$ cat config.mk
export PLATFORM = sky130hd
export DESIGN_NAME = tree_node_writer_flat
export DESIGN_NICKNAME = d
export VERILOG_FILES = /design/src/rtl/tree_node_writer_if.sv /design/src/rtl/tree_node_writer.sv /design/src/flat_wrapper.sv
export SDC_FILE = /design/constraint.sdc
export NUM_CORES = 1
export LEC_CHECK = 0
export CAP_MARGIN = 20
export CORE_MARGIN = 1
export CORE_UTILIZATION = 45
export CTS_CLUSTER_DIAMETER = 120
export DETAILED_ROUTE_END_ITERATION = 10
export GPL_ROUTABILITY_DRIVEN = 0
export GPL_TIMING_DRIVEN = 1
export PLACE_DENSITY = 0.83
export SYNTH_ARGS = -nofsm -noshare
export SYNTH_HDL_FRONTEND = slang
export SYNTH_SLANG_ARGS = --single-unit
$ cat constraint.sdc
create_clock -name aclk -period 1.79 [get_ports aclk]
set_clock_uncertainty 0.05 [all_clocks]
set_input_delay 0.179 -clock aclk [delete_from_list [all_inputs] [get_ports aclk]]
set_output_delay 0.179 -clock aclk [all_outputs]
set_load 0.01 [all_outputs]
$ cat src/rtl/tree_node_writer_if.sv
// Handshake bundle for tree_node_writer: insert command, allocator request, node RAM port, completion.
// The slave modport is the writer's view; master is the environment's view.
interface tree_node_writer_if #(
    parameter int unsigned RAM_ADDR_WIDTH = 16,
    parameter int unsigned TOKEN_WIDTH    = 8,
    parameter int unsigned PAYLOAD_WIDTH  = 32
);
    localparam int unsigned AW = RAM_ADDR_WIDTH;
    localparam int unsigned DW = TOKEN_WIDTH + PAYLOAD_WIDTH + 2 * AW;

    logic                     cmd_valid;
    logic                     cmd_ready;
    logic [TOKEN_WIDTH-1:0]   cmd_token;
    logic [PAYLOAD_WIDTH-1:0] cmd_payload;
    logic [AW-1:0]            cmd_parent_addr;
    logic                     cmd_side;
    logic                     cmd_is_root;

    logic                     tree_mgt_req_valid;
    logic                     tree_mgt_req_ready;
    logic [AW-1:0]            tree_mgt_req_addr;
    logic                     tree_mgt_full;

    logic                     ram_en;
    logic                     ram_wr;
    logic [AW-1:0]            ram_addr;
    logic [DW-1:0]            ram_wr_data;
    logic [DW-1:0]            ram_rd_data;

    logic                     done_valid;
    logic                     done_ready;
    logic [AW-1:0]            done_addr;
    logic [1:0]               done_status;

    modport slave (
        input  cmd_valid, cmd_token, cmd_payload, cmd_parent_addr, cmd_side, cmd_is_root,
        output cmd_ready,
        output tree_mgt_req_valid,
        input  tree_mgt_req_ready, tree_mgt_req_addr, tree_mgt_full,
        output ram_en, ram_wr, ram_addr, ram_wr_data,
        input  ram_rd_data,
        output done_valid, done_addr, done_status,
        input  done_ready
    );

    modport master (
        output cmd_valid, cmd_token, cmd_payload, cmd_parent_addr, cmd_side, cmd_is_root,
        input  cmd_ready,
        input  tree_mgt_req_valid,
        output tree_mgt_req_ready, tree_mgt_req_addr, tree_mgt_full,
        input  ram_en, ram_wr, ram_addr, ram_wr_data,
        output ram_rd_data,
        input  done_valid, done_addr, done_status,
        output done_ready
    );
endinterface

$ cat src/rtl/tree_node_writer.sv
// Inserts one tree node: allocates an address, writes the node, links it into its parent.
// Optional macro TREE_NODE_WRITER_COLLISION_CHECK_EN refuses to overwrite an occupied child slot.
module tree_node_writer #(
    parameter int unsigned RAM_ADDR_WIDTH = 16,
    parameter int unsigned TOKEN_WIDTH    = 8,
    parameter int unsigned PAYLOAD_WIDTH  = 32
) (
    input logic               aclk,
    input logic               aresetn,
    tree_node_writer_if.slave bus
);
    localparam int unsigned   AW        = RAM_ADDR_WIDTH;
    localparam int unsigned   DW        = TOKEN_WIDTH + PAYLOAD_WIDTH + 2 * AW;
    localparam logic [AW-1:0] NULL_PTR  = {AW{1'b1}};
    localparam logic [1:0]    STAT_OK   = 2'b00;
    localparam logic [1:0]    STAT_FULL = 2'b01;
`ifdef TREE_NODE_WRITER_COLLISION_CHECK_EN
    localparam logic [1:0]    STAT_COLL = 2'b10;
`endif

    typedef enum logic [2:0] {
        StIdle, StRdParent, StWaitRd, StReq, StWrNode, StWrParent, StDone
    } state_e;

    state_e                   r_state;
    state_e                   w_next;
    logic                     r_out_en;
    logic [TOKEN_WIDTH-1:0]   r_token;
    logic [PAYLOAD_WIDTH-1:0] r_payload;
    logic [AW-1:0]            r_parent_addr;
    logic                     r_side;
    logic                     r_is_root;
    logic [DW-1:0]            r_parent_word;
    logic [AW-1:0]            r_node_addr;
    logic [AW-1:0]            r_done_addr;
    logic [1:0]               r_status;

    logic                     w_cmd_fire;
    logic                     w_grant;
    logic                     w_set_done;
    logic [AW-1:0]            w_done_addr_d;
    logic [1:0]               w_status_d;
    logic [DW-1:0]            w_parent_upd;
`ifdef TREE_NODE_WRITER_COLLISION_CHECK_EN
    logic [AW-1:0]            w_child;

    assign w_child = r_side ? bus.ram_rd_data[AW-1:0] : bus.ram_rd_data[2*AW-1:AW];
`endif

    assign w_cmd_fire   = (r_state == StIdle) && r_out_en && bus.cmd_valid;
    assign w_grant      = (r_state == StReq) && bus.tree_mgt_req_ready;
    // Only the pointer on the insertion side changes; token, payload and sibling are kept.
    assign w_parent_upd = r_side ? {r_parent_word[DW-1:AW], r_node_addr}
                                 : {r_parent_word[DW-1:2*AW], r_node_addr, r_parent_word[AW-1:0]};
    assign bus.done_addr   = r_done_addr;
    assign bus.done_status = r_status;

    always_ff @(posedge aclk or negedge aresetn) begin
        if (!aresetn) begin
            r_state       <= StIdle;
            r_out_en      <= 1'b0;
            r_token       <= '0;
            r_payload     <= '0;
            r_parent_addr <= '0;
            r_side        <= 1'b0;
            r_is_root     <= 1'b0;
            r_parent_word <= '0;
            r_node_addr   <= '0;
            r_done_addr   <= '0;
            r_status      <= STAT_OK;
        end else begin
            r_state  <= w_next;
            r_out_en <= 1'b1;
            if (w_cmd_fire) begin
                r_token       <= bus.cmd_token;
                r_payload     <= bus.cmd_payload;
                r_parent_addr <= bus.cmd_parent_addr;
                r_side        <= bus.cmd_side;
                r_is_root     <= bus.cmd_is_root;
            end
            if (r_state == StWaitRd) r_parent_word <= bus.ram_rd_data;
            if (w_grant)             r_node_addr   <= bus.tree_mgt_req_addr;
            if (w_set_done) begin
                r_done_addr <= w_done_addr_d;
                r_status    <= w_status_d;
            end
        end
    end

    always_comb begin
        w_next                 = r_state;
        w_set_done             = 1'b0;
        w_done_addr_d          = r_node_addr;
        w_status_d             = STAT_OK;
        bus.cmd_ready          = 1'b0;
        bus.tree_mgt_req_valid = 1'b0;
        bus.ram_en             = 1'b0;
        bus.ram_wr             = 1'b0;
        bus.ram_addr           = '0;
        bus.ram_wr_data        = '0;
        bus.done_valid         = 1'b0;
        unique case (r_state)
            StIdle: begin
                bus.cmd_ready = r_out_en;
                if (w_cmd_fire) w_next = bus.cmd_is_root ? StReq : StRdParent;
            end
            StRdParent: begin
                bus.ram_en   = 1'b1;
                bus.ram_addr = r_parent_addr;
                w_next       = StWaitRd;
            end
            StWaitRd: begin
                w_next = StReq;
`ifdef TREE_NODE_WRITER_COLLISION_CHECK_EN
                if (w_child != NULL_PTR) begin
                    w_next        = StDone;
                    w_set_done    = 1'b1;
                    w_done_addr_d = w_child;
                    w_status_d    = STAT_COLL;
                end
`endif
            end
            StReq: begin
                bus.tree_mgt_req_valid = 1'b1;
                if (bus.tree_mgt_req_ready) begin
                    w_next = StWrNode;
                end else if (bus.tree_mgt_full) begin
                    w_next        = StDone;
                    w_set_done    = 1'b1;
                    w_done_addr_d = NULL_PTR;
                    w_status_d    = STAT_FULL;
                end
            end
            StWrNode: begin
                bus.ram_en      = 1'b1;
                bus.ram_wr      = 1'b1;
                bus.ram_addr    = r_node_addr;
                bus.ram_wr_data = {r_token, r_payload, NULL_PTR, NULL_PTR};
                w_next          = r_is_root ? StDone : StWrParent;
                w_set_done      = r_is_root;
            end
            StWrParent: begin
                bus.ram_en      = 1'b1;
                bus.ram_wr      = 1'b1;
                bus.ram_addr    = r_parent_addr;
                bus.ram_wr_data = w_parent_upd;
                w_next          = StDone;
                w_set_done      = 1'b1;
            end
            StDone: begin
                bus.done_valid = 1'b1;
                if (bus.done_ready) w_next = StIdle;
            end
            default: w_next = StIdle;
        endcase
    end
endmodule

$ cat src/flat_wrapper.sv
// flat-port wrapper written by rule: the top's interface ports become plain ports
module tree_node_writer_flat 
#(
    parameter int unsigned RAM_ADDR_WIDTH = 16,
    parameter int unsigned TOKEN_WIDTH    = 8,
    parameter int unsigned PAYLOAD_WIDTH  = 32
)
  (aclk, aresetn, bus_cmd_valid, bus_cmd_token, bus_cmd_payload, bus_cmd_parent_addr, bus_cmd_side, bus_cmd_is_root, bus_cmd_ready, bus_tree_mgt_req_valid, bus_tree_mgt_req_ready, bus_tree_mgt_req_addr, bus_tree_mgt_full, bus_ram_en, bus_ram_wr, bus_ram_addr, bus_ram_wr_data, bus_ram_rd_data, bus_done_valid, bus_done_addr, bus_done_status, bus_done_ready);
  tree_node_writer_if #(.RAM_ADDR_WIDTH(RAM_ADDR_WIDTH), .TOKEN_WIDTH(TOKEN_WIDTH), .PAYLOAD_WIDTH(PAYLOAD_WIDTH)) bus_i ();
  input logic aclk;
  input logic aresetn;
  input wire logic [$bits(bus_i.cmd_valid)-1:0] bus_cmd_valid;
  input wire logic [$bits(bus_i.cmd_token)-1:0] bus_cmd_token;
  input wire logic [$bits(bus_i.cmd_payload)-1:0] bus_cmd_payload;
  input wire logic [$bits(bus_i.cmd_parent_addr)-1:0] bus_cmd_parent_addr;
  input wire logic [$bits(bus_i.cmd_side)-1:0] bus_cmd_side;
  input wire logic [$bits(bus_i.cmd_is_root)-1:0] bus_cmd_is_root;
  output wire logic [$bits(bus_i.cmd_ready)-1:0] bus_cmd_ready;
  output wire logic [$bits(bus_i.tree_mgt_req_valid)-1:0] bus_tree_mgt_req_valid;
  input wire logic [$bits(bus_i.tree_mgt_req_ready)-1:0] bus_tree_mgt_req_ready;
  input wire logic [$bits(bus_i.tree_mgt_req_addr)-1:0] bus_tree_mgt_req_addr;
  input wire logic [$bits(bus_i.tree_mgt_full)-1:0] bus_tree_mgt_full;
  output wire logic [$bits(bus_i.ram_en)-1:0] bus_ram_en;
  output wire logic [$bits(bus_i.ram_wr)-1:0] bus_ram_wr;
  output wire logic [$bits(bus_i.ram_addr)-1:0] bus_ram_addr;
  output wire logic [$bits(bus_i.ram_wr_data)-1:0] bus_ram_wr_data;
  input wire logic [$bits(bus_i.ram_rd_data)-1:0] bus_ram_rd_data;
  output wire logic [$bits(bus_i.done_valid)-1:0] bus_done_valid;
  output wire logic [$bits(bus_i.done_addr)-1:0] bus_done_addr;
  output wire logic [$bits(bus_i.done_status)-1:0] bus_done_status;
  input wire logic [$bits(bus_i.done_ready)-1:0] bus_done_ready;
  assign bus_i.cmd_valid = bus_cmd_valid;
  assign bus_i.cmd_token = bus_cmd_token;
  assign bus_i.cmd_payload = bus_cmd_payload;
  assign bus_i.cmd_parent_addr = bus_cmd_parent_addr;
  assign bus_i.cmd_side = bus_cmd_side;
  assign bus_i.cmd_is_root = bus_cmd_is_root;
  assign bus_cmd_ready = bus_i.cmd_ready;
  assign bus_tree_mgt_req_valid = bus_i.tree_mgt_req_valid;
  assign bus_i.tree_mgt_req_ready = bus_tree_mgt_req_ready;
  assign bus_i.tree_mgt_req_addr = bus_tree_mgt_req_addr;
  assign bus_i.tree_mgt_full = bus_tree_mgt_full;
  assign bus_ram_en = bus_i.ram_en;
  assign bus_ram_wr = bus_i.ram_wr;
  assign bus_ram_addr = bus_i.ram_addr;
  assign bus_ram_wr_data = bus_i.ram_wr_data;
  assign bus_i.ram_rd_data = bus_ram_rd_data;
  assign bus_done_valid = bus_i.done_valid;
  assign bus_done_addr = bus_i.done_addr;
  assign bus_done_status = bus_i.done_status;
  assign bus_i.done_ready = bus_done_ready;
  tree_node_writer #(.RAM_ADDR_WIDTH(RAM_ADDR_WIDTH), .TOKEN_WIDTH(TOKEN_WIDTH), .PAYLOAD_WIDTH(PAYLOAD_WIDTH)) u_core (.aclk(aclk), .aresetn(aresetn), .bus(bus_i));
endmodule
## Yosys cells after proc, flatten, opt, wreduce, memory -nomap -nowiden

Index checks and enable logic that the tools add are counted.

- Reduce and logical (&&, ||, !) cells: 8
- Mux-type cells: 24
- Eq/ne operators: 9

Operators with widths:

| cell | number |
|---|---|
| 72-bit case mux with 2 select lines | 1 |
| 16-bit two-way mux | 3 |
| 32-bit two-way mux | 1 |
| 16-bit case mux with 2 select lines | 1 |
| 3-bit case mux with 7 select lines | 1 |
| 3-bit two-way mux | 4 |
| 3-bit equality test (second input constant) | 3 |
| 1-bit two-way mux | 8 |
| 2-bit two-way mux | 4 |
| 3-bit by 2-bit equality test with 1-bit output (second input constant) | 2 |
| 2-bit OR reduction | 2 |
| 3-bit by 1-bit equality test with 1-bit output (second input constant) | 1 |
| 1-bit logical AND | 3 |
| 3-bit logical NOT | 1 |
| 3-bit inequality test (second input constant) | 1 |
| 1-bit case mux with 3 select lines | 1 |
| 3-bit AND reduction | 1 |
| 3-bit OR reduction | 1 |
| 2-bit by 1-bit inequality test with 1-bit output (second input constant) | 1 |
| 2-bit inequality test (second input constant) | 1 |

- Input bits: 152
- Output and inout port bits: 111
- Register bits after elaboration: 168

## Logic depth before layout (Yosys ltp)

- Depth after elaboration: 5
- Mapped depth: 7
- Mapped depth without buffers: 4

## Least setup slack after synthesis

No wires, ideal clock.

- Path type: reg-to-output
- Start point: reg u_core.r_state[0]
- End point: out bus_ram_wr_data[32]
- Path slack: 0.170 ns
- Cell stages (with the launch flop): 8
- Arrival time: 1.391 ns
- Cell sequence: dfrtp_1 -> buf_6 -> nor2b_4 -> buf_6 -> and2_1 -> buf_6 -> buf_6 -> a22o_1

- Longest elaborated chain between the ends: 2
- Elaborated cells between the ends (all ways): 3
- Classes of those cells: eq/ne: 2; mux: 1

Ends and longest elaborated chain:

| item | line | text |
|---|---|---|
| from (decl) | tree_node_writer.sv:25 | `state_e r_state;` |
| from (signal assigned) | tree_node_writer.sv:60 | `r_state <= StIdle;` |
| from (signal assigned) | tree_node_writer.sv:72 | `r_state <= w_next;` |
| 3-bit equality test | tree_node_writer.sv:102 | `unique case (r_state)` |
| 72-bit case mux with 2 select lines * | tree_node_writer.sv:102 |  |
| to (decl) | flat_wrapper.sv:26 | `output wire logic [$bits(bus_i.ram_wr_data)-1:0] bus_ram_wr_data;` |

Mark *: on every way between the ends. The rest lies on a longest branch, timed or not.

## Worst setup path in the final report

- Start point: reg u_core.r_state[0]
- End point: reg u_core.r_parent_word[66]

- Longest elaborated chain between the ends: 1

Ends and longest elaborated chain:

| item | line | text |
|---|---|---|
| 3-bit by 2-bit equality test with 1-bit output | tree_node_writer.sv:81 | `if (r_state == StWaitRd) r_parent_word <= bus.ram_rd_data;` |
| to (signal assigned) | tree_node_writer.sv:81 |  |
| to (decl) | tree_node_writer.sv:33 | `logic [DW-1:0] r_parent_word;` |

No other way between the ends.
A chain may end at the register's enable or synchronous reset.

==> impl_metrics.env <==
export IMPL_io_buffers=261
export IMPL_p_per_area_nw_per_um2=1850
export IMPL_start_util=0.465
export IMPL_p_leak_uw=0.00587
export IMPL_h_tree_depth=4
export IMPL_finalHoldViolCount=0
export IMPL_power_uw=23400
export IMPL_timing_hold_ws_ns=0.210
export IMPL_dpl_hpwl_mm=16.2
export IMPL_areaGrowthSynthToFinish_pct=63.2
export IMPL_cts_sinks=167
export IMPL_grt_pass1_wl_mm=39.3
export IMPL_place_inst=1041
export IMPL_endpoint_kind="flip-flop"
export IMPL_syn_instance_count=573
export IMPL_die_h_um=133
export IMPL_status="complete, but fails checks"
export IMPL_coreArea_um2=16700
export IMPL_n_antenna_cell=0
export IMPL_pin_count=263
export IMPL_crit_path_cell_trace="buf_4 > buf_8 > buf_12 > nor3b_4 > buf_12 > clkbuf_16 > mux2_4"
export IMPL_peakVddDrop_v=0.00102
export IMPL_violations="negative setup slack"
export IMPL_seq_area_frac_synth=0.538
export IMPL_max_freq_mhz=480
export IMPL_cp_arrival_ns=2.34
export IMPL_drc=0
export IMPL_ant_nets=0
export IMPL_critPathMostFrequentCell="buf_12"
export IMPL_cts_buffers=17
export IMPL_slowest_delay_ns=0.43
export IMPL_post_route_min_period_ns=2.08
export IMPL_syn_area_um2=7770
export IMPL_drive_above_1_share=0.449
export IMPL_grt_overflow_total=0
export IMPL_drt_wirelength_per_cell_um=25.5
export IMPL_path_class="flip-flop to flip-flop"
export IMPL_first_iter_violations=368
export IMPL_antenna_found_initial=1
export IMPL_grt_usage=0.295
export IMPL_critPathLaunchType="flip-flop"
export IMPL_clk_latency_ns=0.42
export IMPL_cp_max_fo=8
export IMPL_synth_warning_count=0
export IMPL_cts_tree="yes"
export IMPL_clock_path_buffers=2
export IMPL_period_share=1.16
export IMPL_synth_seq_cells=167
export IMPL_maxSlewViolCount=0
export IMPL_setup_viol_count_final=239
export IMPL_min_path_type="input pin to asynchronous set/reset pin"
export IMPL_grt_max_degree=52
export IMPL_nFillCells=974
export IMPL_drv_cap=0
export IMPL_fin_area_um2=12700
export IMPL_routed_via_count=6518
export IMPL_rsz0062_at_grt="yes"
export IMPL_critical_path_required_ns=2.04
export IMPL_synthesis_nets=725
export IMPL_dieArea_um2=17800
export IMPL_layout_setup_ws_ns=-0.295
export IMPL_slew_headroom=0.643
export IMPL_fp_dieW_um=133
export IMPL_cts_root_buf="clkbuf_16"
export IMPL_drt_total_wl_mm=28.6
export IMPL_drt_pass1_iterations=5
export IMPL_clk_pin_slew_ns=0.06
export IMPL_placed_area_um2=10800
export IMPL_vias_per_cell=5.79
export IMPL_grt_pass1_vias=6803
export IMPL_finalNonFillerCells=1125
export IMPL_max_slew_worst_pin_slew_ns=0.534
export IMPL_nets=1045
export IMPL_num_rows=47
export IMPL_syn_area_per_cell_um2=13.6
export IMPL_cp_slowest_cell="dfrtp_2"
export IMPL_ys_types=35
==> logic make-up (layout without fill, tap and decap cells) <==
| family | Yosys count | count (layout) | share of synthesized area |
|---|---|---|---|
| other cells | 2 | 2 | 0.000966 |
| compound gates | 114 | 114 | 0.102 |
| buf+inv | 54 | 385 | 0.0483 |
| flops | 167 | 167 | 0.538 |
| mux | 178 | 178 | 0.267 |
| simple gates | 58 | 59 | 0.0433 |
==> per-stage QoR <==
stage	TNS (ns)	util	setup WS [ns]
finish	-38.24	0.759	-0.295
global route	-49.47	0.759	-0.342
CTS	-21.96	0.723	-0.266
detailed placement	-10.58	0.647	-0.236
global placement	-5.70	0.647	-0.145
floorplan	0	-	0.170
==> area by class of cell <==
class	instances	area [um^2]	area share
clock inverter	11	174	0.0137
sequential	167	4180	0.330
timing repair buffer	353	3750	0.295
multi-input combinational	353	3850	0.304
clock buffer	20	447	0.0352
inverter	1	3.75	0.000296
tap	220	275	0.0217
==> worst max-delay path: cells and delay by family (launching register included) <==
kind,cells,cell delay [ns]
flops,1,0.43
mux,1,0.31
buf+inv,5,0.83
simple gates,1,0.34
==> flip-flops by register name (all words and copies together), names as in the netlist <==
name,flops
u_core.r_parent_word,72
u_core.r_payload,32
u_core.bus.done_addr,16
u_core.r_node_addr,16
u_core.r_parent_addr,16
u_core.r_token,8
u_core.r_state,3
u_core.bus.done_status,1
u_core.r_is_root,1
u_core.r_out_en,1
u_core.r_side,1
==> power by group <==
group | total (uW) | internal [uW] | switching (uW)
Clock | 3920 | 2370 | 1540
Combinational | 12100 | 7150 | 4960
Sequential | 7380 | 5740 | 1640
Total | 23400 | 15300 | 8140
==> cells in the final DEF, fill, tap and decap left out, types with 2 or more instances in the layout <==
cell and count:
clkbuf_1 2, buf_2 82, nand2_8 2, conb_1 2
mux2i_1 30, nand2_1 5, buf_16 10, bufinv_16 4
buf_6 29, nand3_1 32, clkdlybuf4s50_1 167, nor2_4 2
dfrtp_2 4, clkinvlp_4 3, buf_4 21, mux2i_2 2
a21oi_4 3, nor3b_1 2, mux2_4 138, clkbuf_16 31
buf_12 23, clkinv_4 2, a21oi_2 21, o21ai_0 20
dfrtp_1 163, a22o_1 56, buf_8 5, and2_4 2
mux2_2 8, a21oi_1 9
==> synthesized netlist by cell type (all sizes together) <==
master,instances,area [um^2]
nor3,1,5.00
a21oi,33,165
nor2b,1,13.8
a32oi,1,8.76
nor4b,1,8.76
dfrtp,167,4180
a21o,1,7.51
nand3,32,160
and3b,2,17.5
conb,2,7.51
nor3b,3,22.5
clkinv,1,3.75
or2,1,6.26
nor2,2,7.51
nor4,1,6.26
o22ai,1,6.26
clkbuf,17,63.8
nand4b,1,8.76
nand3b,1,11.3
nand2b,2,12.5
a211o,1,8.76
a2bb2oi,1,8.76
o21ai,20,100
nand2,7,33.8
mux2i,32,320
and4b,1,10.0
and2,2,12.5
mux2,146,1760
buf,36,308
a22o,56,490
==> path summary, 6_finish.rpt <==
path,from,endpoint,slack (ns),cells after the start
max in group asynchronous,aresetn,u_core.r_side,0.82,3
hold / removal,aresetn,u_core.r_payload[20],0.21,2
setup / recovery,u_core.r_state[0],u_core.r_parent_word[66],-0.29,7
min in group aclk,bus_cmd_parent_addr[0],u_core.r_parent_addr[0],0.32,2
setup reg to reg,u_core.r_state[0],u_core.r_parent_word[66],-0.29,7
hold reg to reg,u_core.r_payload[21],u_core.r_payload[21],0.46,1
==> per-layer routing <==
metal | vias to the layer above | share of wire | global-route usage
li1 | 2750 | - | -
met1 | 3313 | 0.38 | 0.358
met2 | 383 | 0.51 | 0.499
met3 | 70 | 0.080 | 0.0837
met4 | 2 | 0.031 | 0.109
met5 | - | 0.00042 | 0
==> what timing repair did <==
| item | 4_1_cts | 5_1_grt |
|---|---|---|
| hold endpoints to repair | 41 | 0 |
| endpoints found under the setup margin | 117 | 249 |
| hold buffers | 1 | 0 |
| gates cloned | 12 | 16 |
| pin swaps | 25 | 13 |
| buffers inserted | 24 | 6 |
| resized for setup | 531 | 65 |
Note: power is estimated with default switching activity, not from simulation.
